===== config.mk =====
export PLATFORM = sky130hd
export DESIGN_NAME = alu_sequencer
export DESIGN_NICKNAME = d
export VERILOG_FILES = /design/src/rtl/alu_seq_pkg.sv /design/src/rtl/alu_sequencer_latency_timer.sv /design/src/rtl/alu_sequencer.sv
export SDC_FILE = /design/constraint.sdc
export NUM_CORES = 1
export LEC_CHECK = 0
export ABC_CLOCK_PERIOD_IN_PS = 2400
export CELL_PAD_IN_SITES_DETAIL_PLACEMENT = 0
export CELL_PAD_IN_SITES_GLOBAL_PLACEMENT = 1
export CORE_ASPECT_RATIO = 0.9
export CORE_UTILIZATION = 39
export DETAILED_ROUTE_END_ITERATION = 8
export HOLD_SLACK_MARGIN = 0.08
export PLACE_DENSITY_LB_ADDON = 0.1
export SLEW_MARGIN = 15
export SYNTH_ARGS = -nofsm -noshare
export SYNTH_HDL_FRONTEND = slang
export SYNTH_HIERARCHICAL = 1
export SYNTH_SLANG_ARGS = --single-unit

===== constraint.sdc =====
create_clock -name clk -period 2.4 [get_ports clk]
set_input_delay 0.6 -clock clk [delete_from_list [all_inputs] [get_ports clk]]
set_output_delay 0.6 -clock clk [all_outputs]
set_load 0.01 [all_outputs]

===== src/rtl/alu_seq_pkg.sv =====
// Shared opcode map, sequencer states and opcode classification helpers
// for the logic-unit sequencer.
package alu_seq_pkg;

  localparam logic [3:0] OP_ADD  = 4'd0;
  localparam logic [3:0] OP_SUB  = 4'd1;
  localparam logic [3:0] OP_INC  = 4'd2;
  localparam logic [3:0] OP_DEC  = 4'd3;
  localparam logic [3:0] OP_MUL  = 4'd4;
  localparam logic [3:0] OP_SHR  = 4'd5;
  localparam logic [3:0] OP_SHL  = 4'd6;
  localparam logic [3:0] OP_AND  = 4'd7;
  localparam logic [3:0] OP_OR   = 4'd8;
  localparam logic [3:0] OP_XOR  = 4'd9;
  localparam logic [3:0] OP_NOT  = 4'd10;
  localparam logic [3:0] OP_DIV  = 4'd11;
  localparam logic [3:0] OP_MOD  = 4'd12;

  // Store ops occupy the contiguous range OP_ADD..OP_NOT
  localparam int unsigned NUM_STORE_OPS = 11;

  typedef enum logic [1:0] {
    S_IDLE,
    S_EXEC,
    S_DIVWAIT,
    S_PUSH
  } state_e;

  function automatic logic is_store_op(input logic [3:0] op);
    return op <= OP_NOT;
  endfunction

  function automatic logic is_divmod_op(input logic [3:0] op);
    return (op == OP_DIV) || (op == OP_MOD);
  endfunction

endpackage


===== src/rtl/alu_sequencer_latency_timer.sv =====
// Down-counter that waits out a fixed latency: loads on start, counts down
// to zero and holds there, flagging zero.
module latency_timer #(
  parameter int unsigned CNT_W = 5
) (
  input  logic             clk,
  input  logic             rst_n,
  input  logic             start_i,
  input  logic [CNT_W-1:0] load_i,
  output logic             zero_o
);

  logic [CNT_W-1:0] cnt_q, cnt_d;

  always_comb begin
    cnt_d = cnt_q;
    if (start_i) begin
      cnt_d = load_i;
    end else if (cnt_q != '0) begin
      cnt_d = cnt_q - CNT_W'(1);
    end
  end

  always_ff @(posedge clk or negedge rst_n) begin
    if (!rst_n) begin
      cnt_q <= '0;
    end else begin
      cnt_q <= cnt_d;
    end
  end

  assign zero_o = (cnt_q == '0);

endmodule


===== src/rtl/alu_sequencer.sv =====
// Sequences one logic-unit operation per request: operation strobe, optional
// divider wait, then a single result push with a done pulse.
module alu_sequencer
  import alu_seq_pkg::*;
#(
  parameter int unsigned DIV_LATENCY = 20,
  parameter int unsigned CNT_W       = 5
) (
  input  logic       clk,
  input  logic       rst_n,
  input  logic       req_valid,
  output logic       req_ready,
  input  logic [3:0] req_op,
  input  logic       req_dst_high,
  output logic       op_add,
  output logic       op_sub,
  output logic       op_inc,
  output logic       op_dec,
  output logic       op_mul,
  output logic       op_shr,
  output logic       op_shl,
  output logic       op_band,
  output logic       op_bor,
  output logic       op_bxor,
  output logic       op_bnegate,
  output logic       push,
  output logic       push_high,
  output logic       push_div,
  output logic       push_mod,
  output logic       hold_operands,
  output logic       done,
  output logic       err
);

  if (DIV_LATENCY < 1 || DIV_LATENCY >= (1 << CNT_W)) begin : g_param_check
    $error("alu_sequencer: DIV_LATENCY must be >= 1 and fit in CNT_W bits");
  end

  localparam logic [CNT_W-1:0] DIV_LOAD = CNT_W'(DIV_LATENCY - 1);

  state_e                   state_q, state_d;
  logic [3:0]               op_q, op_d;
  logic                     dst_q, dst_d;
  logic                     tmr_start, tmr_zero;
  logic [NUM_STORE_OPS-1:0] strb_q, strb_d;
  logic                     push_q, push_d;
  logic                     push_high_q, push_high_d;
  logic                     push_div_q, push_div_d;
  logic                     push_mod_q, push_mod_d;
  logic                     hold_q, hold_d;
  logic                     done_q, done_d;
  logic                     err_q, err_d;
  logic                     ready_q, ready_d;

  latency_timer #(
    .CNT_W (CNT_W)
  ) u_timer (
    .clk     (clk),
    .rst_n   (rst_n),
    .start_i (tmr_start),
    .load_i  (DIV_LOAD),
    .zero_o  (tmr_zero)
  );

  // Outputs are decoded from the next state so they are registered yet still
  // line up with the state they belong to.
  always_comb begin
    state_d   = state_q;
    op_d      = op_q;
    dst_d     = dst_q;
    tmr_start = 1'b0;
    err_d     = 1'b0;

    unique case (state_q)
      S_IDLE: begin
        if (req_valid) begin
          op_d  = req_op;
          dst_d = req_dst_high;
          if (is_store_op(req_op)) begin
            state_d = S_EXEC;
          end else if (is_divmod_op(req_op)) begin
            state_d   = S_DIVWAIT;
            tmr_start = 1'b1;
          end else begin
            err_d = 1'b1;
          end
        end
      end
      S_EXEC:    state_d = S_PUSH;
      S_DIVWAIT: if (tmr_zero) state_d = S_PUSH;
      S_PUSH:    state_d = S_IDLE;
      default:   state_d = S_IDLE;
    endcase

    for (int unsigned i = 0; i < NUM_STORE_OPS; i++) begin
      strb_d[i] = (state_d == S_EXEC) && (op_d == 4'(i));
    end
    hold_d      = (state_d == S_EXEC) || (state_d == S_DIVWAIT);
    done_d      = (state_d == S_PUSH);
    push_div_d  = (state_d == S_PUSH) && (op_d == OP_DIV);
    push_mod_d  = (state_d == S_PUSH) && (op_d == OP_MOD);
    push_high_d = (state_d == S_PUSH) && is_store_op(op_d) && dst_d;
    push_d      = (state_d == S_PUSH) && is_store_op(op_d) && !dst_d;
    ready_d     = (state_d == S_IDLE);
  end

  always_ff @(posedge clk or negedge rst_n) begin
    if (!rst_n) begin
      state_q     <= S_IDLE;
      op_q        <= '0;
      dst_q       <= 1'b0;
      strb_q      <= '0;
      push_q      <= 1'b0;
      push_high_q <= 1'b0;
      push_div_q  <= 1'b0;
      push_mod_q  <= 1'b0;
      hold_q      <= 1'b0;
      done_q      <= 1'b0;
      err_q       <= 1'b0;
      ready_q     <= 1'b1;
    end else begin
      state_q     <= state_d;
      op_q        <= op_d;
      dst_q       <= dst_d;
      strb_q      <= strb_d;
      push_q      <= push_d;
      push_high_q <= push_high_d;
      push_div_q  <= push_div_d;
      push_mod_q  <= push_mod_d;
      hold_q      <= hold_d;
      done_q      <= done_d;
      err_q       <= err_d;
      ready_q     <= ready_d;
    end
  end

  assign op_add        = strb_q[OP_ADD];
  assign op_sub        = strb_q[OP_SUB];
  assign op_inc        = strb_q[OP_INC];
  assign op_dec        = strb_q[OP_DEC];
  assign op_mul        = strb_q[OP_MUL];
  assign op_shr        = strb_q[OP_SHR];
  assign op_shl        = strb_q[OP_SHL];
  assign op_band       = strb_q[OP_AND];
  assign op_bor        = strb_q[OP_OR];
  assign op_bxor       = strb_q[OP_XOR];
  assign op_bnegate    = strb_q[OP_NOT];
  assign push          = push_q;
  assign push_high     = push_high_q;
  assign push_div      = push_div_q;
  assign push_mod      = push_mod_q;
  assign hold_operands = hold_q;
  assign done          = done_q;
  assign err           = err_q;
  assign req_ready     = ready_q;

endmodule


# == Word-level counts from Yosys, hierarchy flattened ==
# Index checks and enable logic that the tools add are counted.
# word_totals
regBits,31
inputBits,8
output_inout_bits,19
wordCells,80
# op_classes
n_addsub,1
n_lt_le_gt_ge,2
eq_ne,20
n_mux,19
reduce_logical,25
# ops
op,n
"4-bit == test, second input constant",7
"4-bit by 3-bit == test with 1-bit output, second input constant",4
1-bit logical AND,16
1-bit two-way mux,10
5-bit two-way mux,2
"2-bit == test, second input constant",4
"4-bit by 2-bit == test with 1-bit output, second input constant",2
"4-bit less-or-equal comparator, second input constant",2
2-bit two-way mux,4
4-bit two-way mux,2
2-bit one-hot mux with 4 select lines,1
5-bit logical NOT,1
5-bit nonzero test,1
"5-bit by 1-bit subtractor with 5-bit output, second input constant",1
"2-bit by 1-bit == test with 1-bit output, second input constant",2
"4-bit by 1-bit == test with 1-bit output, second input constant",1
2-bit logical NOT,2
4-bit logical NOT,1
1-bit logical OR,2
2-bit nonzero test,1
1-bit logical NOT,1

# == Longest topological paths before layout ==
# Gate-level depths: netlist (run 1).
# logic_depth
word_depth,9
depth_mapped,9
ltp_nobuf,9

# == Modules after synthesis ==
# The synthesis (run 1) kept the hierarchy.
# by_module_without_submodules
module,n_inst,cells_each,area_per_inst_um2,seq_area_each_um2
alu_sequencer,1,105,1141.1,651.9
latency_timer,1,27,279.0,125.1

# == Least setup slack after synthesis (run 1) ==
# OpenSTA, ideal clock, no wires.
# synth_timing
path_type,reg-to-reg
startpoint,register u_timer.cnt_q[0]
endpoint,register strb_q[10]
setup_ns,0.073
t_arrival_ns,2.127
t_required_ns,2.327
setup_slack_ns,0.200
stages_incl_launch_ff,10
path_buffers,0
synth_period_minus_slack_ns,2.200
path_cell_list,dfrtp_1 -> inv_1 -> ha_1 -> nor4b_4 -> or3_1 -> a21oi_1 -> nor3_1 -> ha_1 -> or3b_1 -> nor2_1
# synth_between
elab_chain_len,5
# synth_lines
element,line,source
from (decl),alu_sequencer_latency_timer.sv:13,"logic [CNT_W-1:0] cnt_q, cnt_d;"
from (signal assigned),alu_sequencer_latency_timer.sv:28,cnt_q <= cnt_d;
5-bit logical NOT,alu_sequencer_latency_timer.sv:32,assign zero_o = (cnt_q == '0);
named net tmr_zero,alu_sequencer.sv:44,"logic tmr_start, tmr_zero;"
2-bit two-way mux,alu_sequencer.sv:90,S_DIVWAIT: if (tmr_zero) state_d = S_PUSH;
2-bit one-hot mux with 4 select lines,alu_sequencer.sv:74,unique case (state_q)
named net state_d[0],alu_sequencer.sv:41,"state_e state_q, state_d;"
2-bit by 1-bit == test with 1-bit output,alu_sequencer.sv:96,strb_d[i] = (state_d == S_EXEC) && (op_d == 4'(i));
1-bit logical AND,alu_sequencer.sv:96,
named net strb_d[10],alu_sequencer.sv:45,"logic [NUM_STORE_OPS-1:0] strb_q, strb_d;"
to (signal assigned),alu_sequencer.sv:125,strb_q <= strb_d;
to (decl),alu_sequencer.sv:45,
# The timed path passes the listed nets, and every way through them passes these cells.
# A chain may end at the register's enable or synchronous reset.

# == Worst setup path in the final report (run 1) ==
# layout_timing
startpoint,input port req_op[0]
endpoint,register strb_q[8]
# layout_between
elab_chain_len,8
word_cells_on_any_way,13
cone_classes,1 x order compare; 4 x eq/ne; 6 x mux; 2 x reduce/logical
# layout_lines
element,line,source
from (decl),alu_sequencer.sv:13,"input logic [3:0] req_op,"
4-bit == test,alu_seq_pkg.sv:34,return (op == OP_DIV) || (op == OP_MOD);
1-bit logical OR,alu_seq_pkg.sv:34,
2-bit two-way mux,alu_sequencer.sv:81,end else if (is_divmod_op(req_op)) begin
2-bit two-way mux,alu_sequencer.sv:79,if (is_store_op(req_op)) begin
2-bit two-way mux,alu_sequencer.sv:76,if (req_valid) begin
2-bit one-hot mux with 4 select lines,alu_sequencer.sv:74,
2-bit by 1-bit == test with 1-bit output,alu_sequencer.sv:96,
1-bit logical AND *,alu_sequencer.sv:96,
named net strb_d[8],alu_sequencer.sv:45,
# Mark *: on every way through the listed nets, which the timed path passes. The rest lies on a longest branch.

==> flow_metrics.py, run 1 <==
metrics = {
    "worst_setup_path": {
        "cp_max_fo": 3,
        "r2r-start": "state_q[0]",
        "rrSetupSlack_ns": 0.20,
        "start_kind": "primary input",
        "critPathCaptureType": "flip-flop",
        "required_ns": 2.55,
        "setup.worst_path.class": "primary input to flip-flop",
        "crit_start": "req_op[0]",
        "cp.arrival_ns": 2.43,
        "crit_end": "strb_q[8]",
        "worstRegToRegCells": 9,
        "r2r-end": "push_div",
    },
    "drt": {
        "wl_per_cell_um": 11.8,
        "drc": 0,
        "dr.pass1.iters": 4,
        "wirelength_um": 2730,
        "num_vias": 1078,
        "vias_per_cell": 4.67,
        "drt_iter0_drc": 44,
        "route.antenna.remaining_nets": 0,
    },
    "timing": {
        "timing.final.crit_share_pct": 95.0,
        "clock.fmax_ghz": 0.438,
        "skew_ns": 0.00711,
        "rsz0062_at_grt": "yes",
        "setup_violations": 0,
        "timing.hold.ws_ns": 0.523,
        "setup_ws_ns": 0.119,
        "hold_viol": 0,
        "min_period_ns": 2.28,
        "slew_viol_final": 0,
    },
    "cells_and_area": {
        "antenna_cells": 0,
        "area_delta_synth_final_pct": 43.0,
        "layout.nets": 202,
        "fill_cells": 286,
        "regArea_um2": 777,
        "postLayoutCoreUtil_pct": 59.2,
        "drive_above_1_share_pct": 23.5,
        "instances_no_fill": 231,
        "multi_input_area_um2": 627,
    },
    "placement": {
        "port_buffers": 26,
        "place.gp.congestion": 0.901,
        "placed_cells": 223,
        "hpwlAfterDp_um": 2090,
        "preCtsSetupSlack_ns": -0.284,
    },
    "logic_synthesis": {
        "seq_area_frac_synth_pct": 54.7,
        "synth-edff-count": 0,
        "synthTopCellsByArea": "dfrtp_1 (53%), ha_1 (7.0%), nor2_1 (4.0%)",
        "async_flop_share_pct": 100,
        "synth_cell_type_count": 33,
        "synth_top_area_cell": "dfrtp_1",
        "syn_area_um2": 1420,
        "synthCells": 132,
        "synthDominantCellAreaShare_pct": 52.9,
        "synth_warnings": 6,
        "synth_ff_type": "dfrtp_1",
        "syn_area_per_cell_um2": 10.8,
        "synth-seq-cells": 31,
    },
    "die": {
        "core.rowCount": 20,
        "die_h_um": 59.2,
        "die_x_um": 65.6,
        "core_area_um2": 3430,
        "die_area_um2": 3890,
        "initial_core_util_pct": 41.4,
        "num_io_pins": 27,
    },
    "clocking": {
        "clk_pin_slew_worst_paths_ns": 0.06,
        "insertion_delay_ns": 0.28,
        "cts_inserted_buffers": 5,
        "postCtsSetupRepairBufs": 0,
        "clockBufferDepth": 2,
        "cts_tree": "done",
        "cts_sinks": 31,
        "cts_hold_buf": 0,
        "cts-root-buf": "clkbuf_8",
        "cts_max_level": 2,
    },
    "power_and_ir_drop": {
        "vdd_ir_drop_max_v": 0.000695,
        "report.power.total_mw": 2.53,
        "cellPowerDensity_nw_per_um2": 1240,
        "p_leak_nw": 0.961,
    },
    "grt": {
        "antenna_found_initial": 0,
        "grt_overflow_total": 0,
        "grt_pass1_wl_um": 4740,
        "grt_pass1_vias": 1084,
        "grt.total_usage_pct": 16.7,
        "grt_max_degree": 32,
    },
    "min_path": {
        "hold_class": "flip-flop to flip-flop",
    },
    "run_status": {
        "status": "finished clean",
    },
    "flow_run": {
        "maxCapViolCount": 0,
    },
}
[kinds of logic (layout without fill, tap and decap cells)]
family / Yosys count / in the layout / synth area share [%]
buf+inv: 13 / 65 / 3.96
fa+ha+maj: 8 / 8 / 7.05
xor+xnor: 3 / 3 / 1.85
simple gates: 52 / 52 / 19.5
other cells: 2 / 5 / 0.529
mux: 6 / 6 / 4.76
compound gates: 17 / 17 / 7.66
flops: 31 / 31 / 54.7
[report_power, final]
group / total, mW / internal [mW] / switching (mW)
Combinational: 1.19 / 0.626 / 0.565
Sequential: 0.811 / 0.708 / 0.103
Clock: 0.523 / 0.335 / 0.188
Total: 2.53 / 1.67 / 0.856
[worst max-delay path, cell delays in order]
cell and delay [ns]:
clkdlybuf4s50_1 0.52, and2_4 0.17, mux2i_2 0.08, or2_2 0.31, and3_1 0.21, ha_2 0.18, buf_4 0.14, o211ai_1 0.14
nor2_1 0.09
[synthesized netlist by cell type (all sizes together), types with 3 or more instances]
library cell / count
a21oi: 3
a31oi: 3
dfrtp: 30
ha: 8
inv: 11
mux2: 3
mux2i: 3
nand2: 9
nand3: 4
nor2: 15
nor3: 8
o21ai: 5
o31ai: 3
xnor2: 3
[timing repair]
item	4_1_cts	5_1_grt
endpoints found under the setup margin	1	7
pin swaps	0	2
resized for setup	1	8
[registers in the layout (all words and copies together) (netlist names), 2 cells and up]
register / flops
op_q: 4
state_q: 2
strb_q: 11
u_timer/cnt_q: 5
[cell usage in the layout, fill, tap and decap left out, drive strengths merged]
cell / instances
dfrtp: 30
clkdlybuf4s50: 25
buf: 20
nor2: 15
inv: 11
nand2: 9
nor3: 8
ha: 8
clkbuf: 6
conb: 5
o21ai: 5
nand3: 4
a31oi: 3
xnor2: 3
o31ai: 3
a21oi: 3
mux2i: 3
mux2: 3
and3: 2
nand2b: 2
or2: 2
or3: 2
o211ai: 2
and3b: 2
and2: 2
o221ai: 1
or3b: 1
nand4: 1
nor3b: 1
bufinv: 1
clkinv: 1
dlymetal6s2s: 1
dfstp: 1
nor4b: 1
[stage by stage]
stage / instance area, µm² / setup TNS (ns)
after floorplan: 1430 / 0
after global routing: 2030 / -0.00230
after CTS: 2000 / 0
final: 2030 / 0
after detailed placement: 1880 / -2.95
after global placement: 1880 / -2.15
[worst min path at each step]
stage	from	cells after the start	endpoint
after floorplan	rst_n	0	done
after global placement	dst_q	1	dst_q
after detailed placement	dst_q	1	dst_q
after CTS	dst_q	1	dst_q
after global routing	dst_q	1	dst_q
final	dst_q	1	dst_q
[area by class of cell]
cell class	instances	area share (%)
inverter	11	2.03
clock inverter	2	1.73
sequential	31	38.3
timing repair buffer	46	20.3
tap	44	2.71
multi-input combinational	91	30.9
clock buffer	6	4.07
[layer usage]
metal  track usage [%]  part of all wire [%]
met1              22.2                    49
met2              26.2                    46
met3              4.62                   4.6
met4              5.59                  0.77
met5                 0                     0
Power figures use the tool's default switching activity.
==> run 2: changes to the inputs <==
Settings changed: ABC_AREA from default to 1, CORE_UTILIZATION 39 to 38.
==> run 2 against run 1 <==
  * Worst hold slack got worse by 0.020 ns
  * Sequential power fell by 6.5%
  * Synthesized cell count rose by 19%
  * Largest power group unchanged
==> flow_metrics.py, run 2 <==
metrics = {
    "cells_and_area": {
        "layout_commonest_cell": "nand2_1",
        "top_register": "strb_q",
        "drive_above_1_share_pct": 16.3,
        "instances_no_fill": 240,
        "largest_reg_flops": 11,
        "antenna_cells": 0,
        "layout.nets": 211,
        "final_cell_mix": "nand2_1 (38), dfrtp_1 (30), clkdlybuf4s50_1 (26), inv_1 (19), nor2_1 (16)",
        "fill_cells": 336,
        "area_delta_synth_final_pct": 31.6,
        "reg.largest.list": "strb_q: 11 flops, u_timer/cnt_q: 5 flops, op_q: 4 flops",
        "postLayoutCoreUtil_pct": 54.5,
    },
    "placement": {
        "port_buffers": 26,
        "place.gp.congestion": 0.878,
        "placed_cells": 232,
        "hpwlAfterDp_um": 2060,
    },
    "clocking": {
        "postCtsSetupRepairBufs": 0,
        "cts_tree": "done",
        "cts_hold_buf": 0,
        "cts_sinks": 31,
        "cts_max_level": 2,
        "clk_pin_slew_worst_paths_ns": 0.06,
        "cts-root-buf": "clkbuf_8",
        "cts_resized": 0,
        "cts_inserted_buffers": 5,
        "insertion_delay_ns": 0.28,
        "clockBufferDepth": 2,
    },
    "drt": {
        "route.antenna.remaining_nets": 0,
        "drc": 0,
        "drt_iter0_drc": 16,
        "dr.pass1.iters": 4,
        "wirelength_um": 2760,
        "vias_per_cell": 4.51,
        "wl_per_cell_um": 11.5,
        "num_vias": 1082,
    },
    "grt": {
        "grt_overflow_total": 0,
        "grt_pass1_wl_um": 4520,
        "grt_pass1_vias": 1019,
        "grt.total_usage_pct": 15.5,
        "antenna_found_initial": 0,
        "grt_max_degree": 32,
    },
    "logic_synthesis": {
        "synthDominantCellAreaShare_pct": 51.7,
        "seq_area_frac_synth_pct": 53.5,
        "yosysMostFrequentCell": "nand2_1",
        "synth_warnings": 6,
        "syn_area_per_cell_um2": 9.24,
        "synth_ff_type": "dfrtp_1",
        "syn_area_um2": 1450,
        "synth-edff-count": 0,
        "yosys-top-cells-count": "nand2_1 (38), dfrtp_1 (30), inv_1 (19)",
        "synthCells": 157,
        "synth_top_area_cell": "dfrtp_1",
        "synth_cell_type_count": 23,
        "synthTopCellsByArea": "dfrtp_1 (52%), nand2_1 (9.8%), ha_1 (6.9%)",
        "synth-seq-cells": 31,
        "async_flop_share_pct": 100,
    },
    "die": {
        "die_area_um2": 4070,
        "die_x_um": 67.1,
        "die_h_um": 60.6,
        "core.rowCount": 20,
        "num_io_pins": 27,
        "core_area_um2": 3500,
        "initial_core_util_pct": 41.4,
    },
    "worst_setup_path": {
        "crit_buf_inv": 3,
        "start_kind": "primary input",
        "critPathCaptureType": "flip-flop",
        "cpPeakStageDelay_ns": 0.49,
        "cpMostUsedCell": "nand2_1",
        "crit_start": "req_op[3]",
        "setup.worst_path.class": "primary input to flip-flop",
        "r2r-start": "u_timer/cnt_q[0]",
        "cp_max_fo": 4,
        "cp.arrival_ns": 2.29,
        "cp_top_family": "simple AND/OR/NAND/NOR gates",
        "cpMaxStageDelayCell": "clkdlybuf4s50_1",
        "required_ns": 2.60,
        "crit_chain": "clkdlybuf4s50_1 > inv_1 > nor2_1 > nand2_1 > nand2_1 > nand2_1 > nand3_1 > nand2_1 > inv_1 > ha_1 > nand3_1 > nor2_1",
    },
    "timing": {
        "rsz0062_at_grt": "no",
        "clock.fmax_ghz": 0.478,
        "timing.final.crit_share_pct": 87.2,
        "slew_viol_final": 0,
        "tns_ns": 0,
        "setup_violations": 0,
        "hold_viol": 0,
        "min_period_ns": 2.09,
        "skew_ns": 0.00782,
    },
    "power_and_ir_drop": {
        "cellPowerDensity_nw_per_um2": 1200,
        "p_leak_nw": 0.950,
        "report.power.total_mw": 2.29,
        "vdd_ir_drop_max_v": 0.000526,
    },
    "min_path": {
        "min_from": "u_timer/cnt_q[4]",
        "hold_class": "flip-flop to flip-flop",
    },
    "run_status": {
        "status": "finished clean",
    },
    "flow_run": {
        "maxCapViolCount": 0,
    },
}
## run 2: cell count changes after synthesis, moves of 3 or more
cell / before / now
nand2_1: 9 / 38
nand2_2: 0 / 7
mux2i_1: 3 / 0
nand3_1: 4 / 12
o31ai_1: 3 / 0
a21oi_1: 3 / 0
nor3_1: 8 / 0
inv_1: 11 / 19
a31oi_1: 3 / 0
inv_2: 0 / 4
## run 2: worst min-delay path: cells and delay by family, from the launching register on
family,cells,cell delay (ns)
DFF,1,0.34
and+or+nand+nor,2,0.13
## run 2: power breakdown
part | total (mW) | switching [mW] | internal, mW | leakage (nW)
logic | 1.01 | 0.614 | 0.393 | 0.485
clock network | 0.521 | 0.186 | 0.335 | 0.0612
registers | 0.758 | 0.0733 | 0.685 | 0.404
total | 2.29 | 0.873 | 1.41 | 0.950
## run 2: final timing paths
check / to / slack, ns / depth (start not counted)
max: push / 0.31 / 12
min: u_timer/cnt_q[4] / 0.50 / 2
max reg2reg: strb_q[1] / 0.49 / 11
min reg2reg: u_timer/cnt_q[4] / 0.50 / 2
max in group asynchronous: req_ready / 1.35 / 2
min in group asynchronous: u_timer/cnt_q[2] / 0.72 / 2
## run 2: layout make-up
type                       instances  area (µm²)  area share, %
sequential                        31         777           40.7
tap                               44        55.1           2.88
clock inverter                     2        35.0           1.83
clock buffer                       6        82.6           4.32
inverter                          23        86.3           4.52
multi-input combinational        106         599           31.4
timing repair buffer              28         275           14.4
## run 2: kinds of logic (layout without fill, tap and decap cells)
family	after synthesis	in the layout	share of synthesized area [%]
simple gates	83	83	27.8
other cells	2	5	0.517
xor+xnor	1	1	0.604
flops	31	31	53.5
compound gates	9	9	4.65
fa+ha+maj	8	8	6.90
buf+inv	23	59	5.95
## run 2: routing by layer
layer  GRT usage, %  share of wire (%)
met2           25.0                 47
met5              0                  0
met3           3.38                3.7
met4           8.21                1.6
met1           19.6                 48
## run 2: stage by stage
| stage | area [µm²] | hold WS (ns) | setup slack [ns] |
|---|---|---|---|
| floorplan | 1460 | 0.304 | 0.755 |
| global placement | 1790 | 0.490 | 0.0940 |
| detailed placement | 1790 | 0.491 | 0.0311 |
| CTS | 1910 | 0.508 | 0.297 |
| global route | 1910 | 0.523 | 0.153 |
| finish | 1910 | 0.503 | 0.308 |
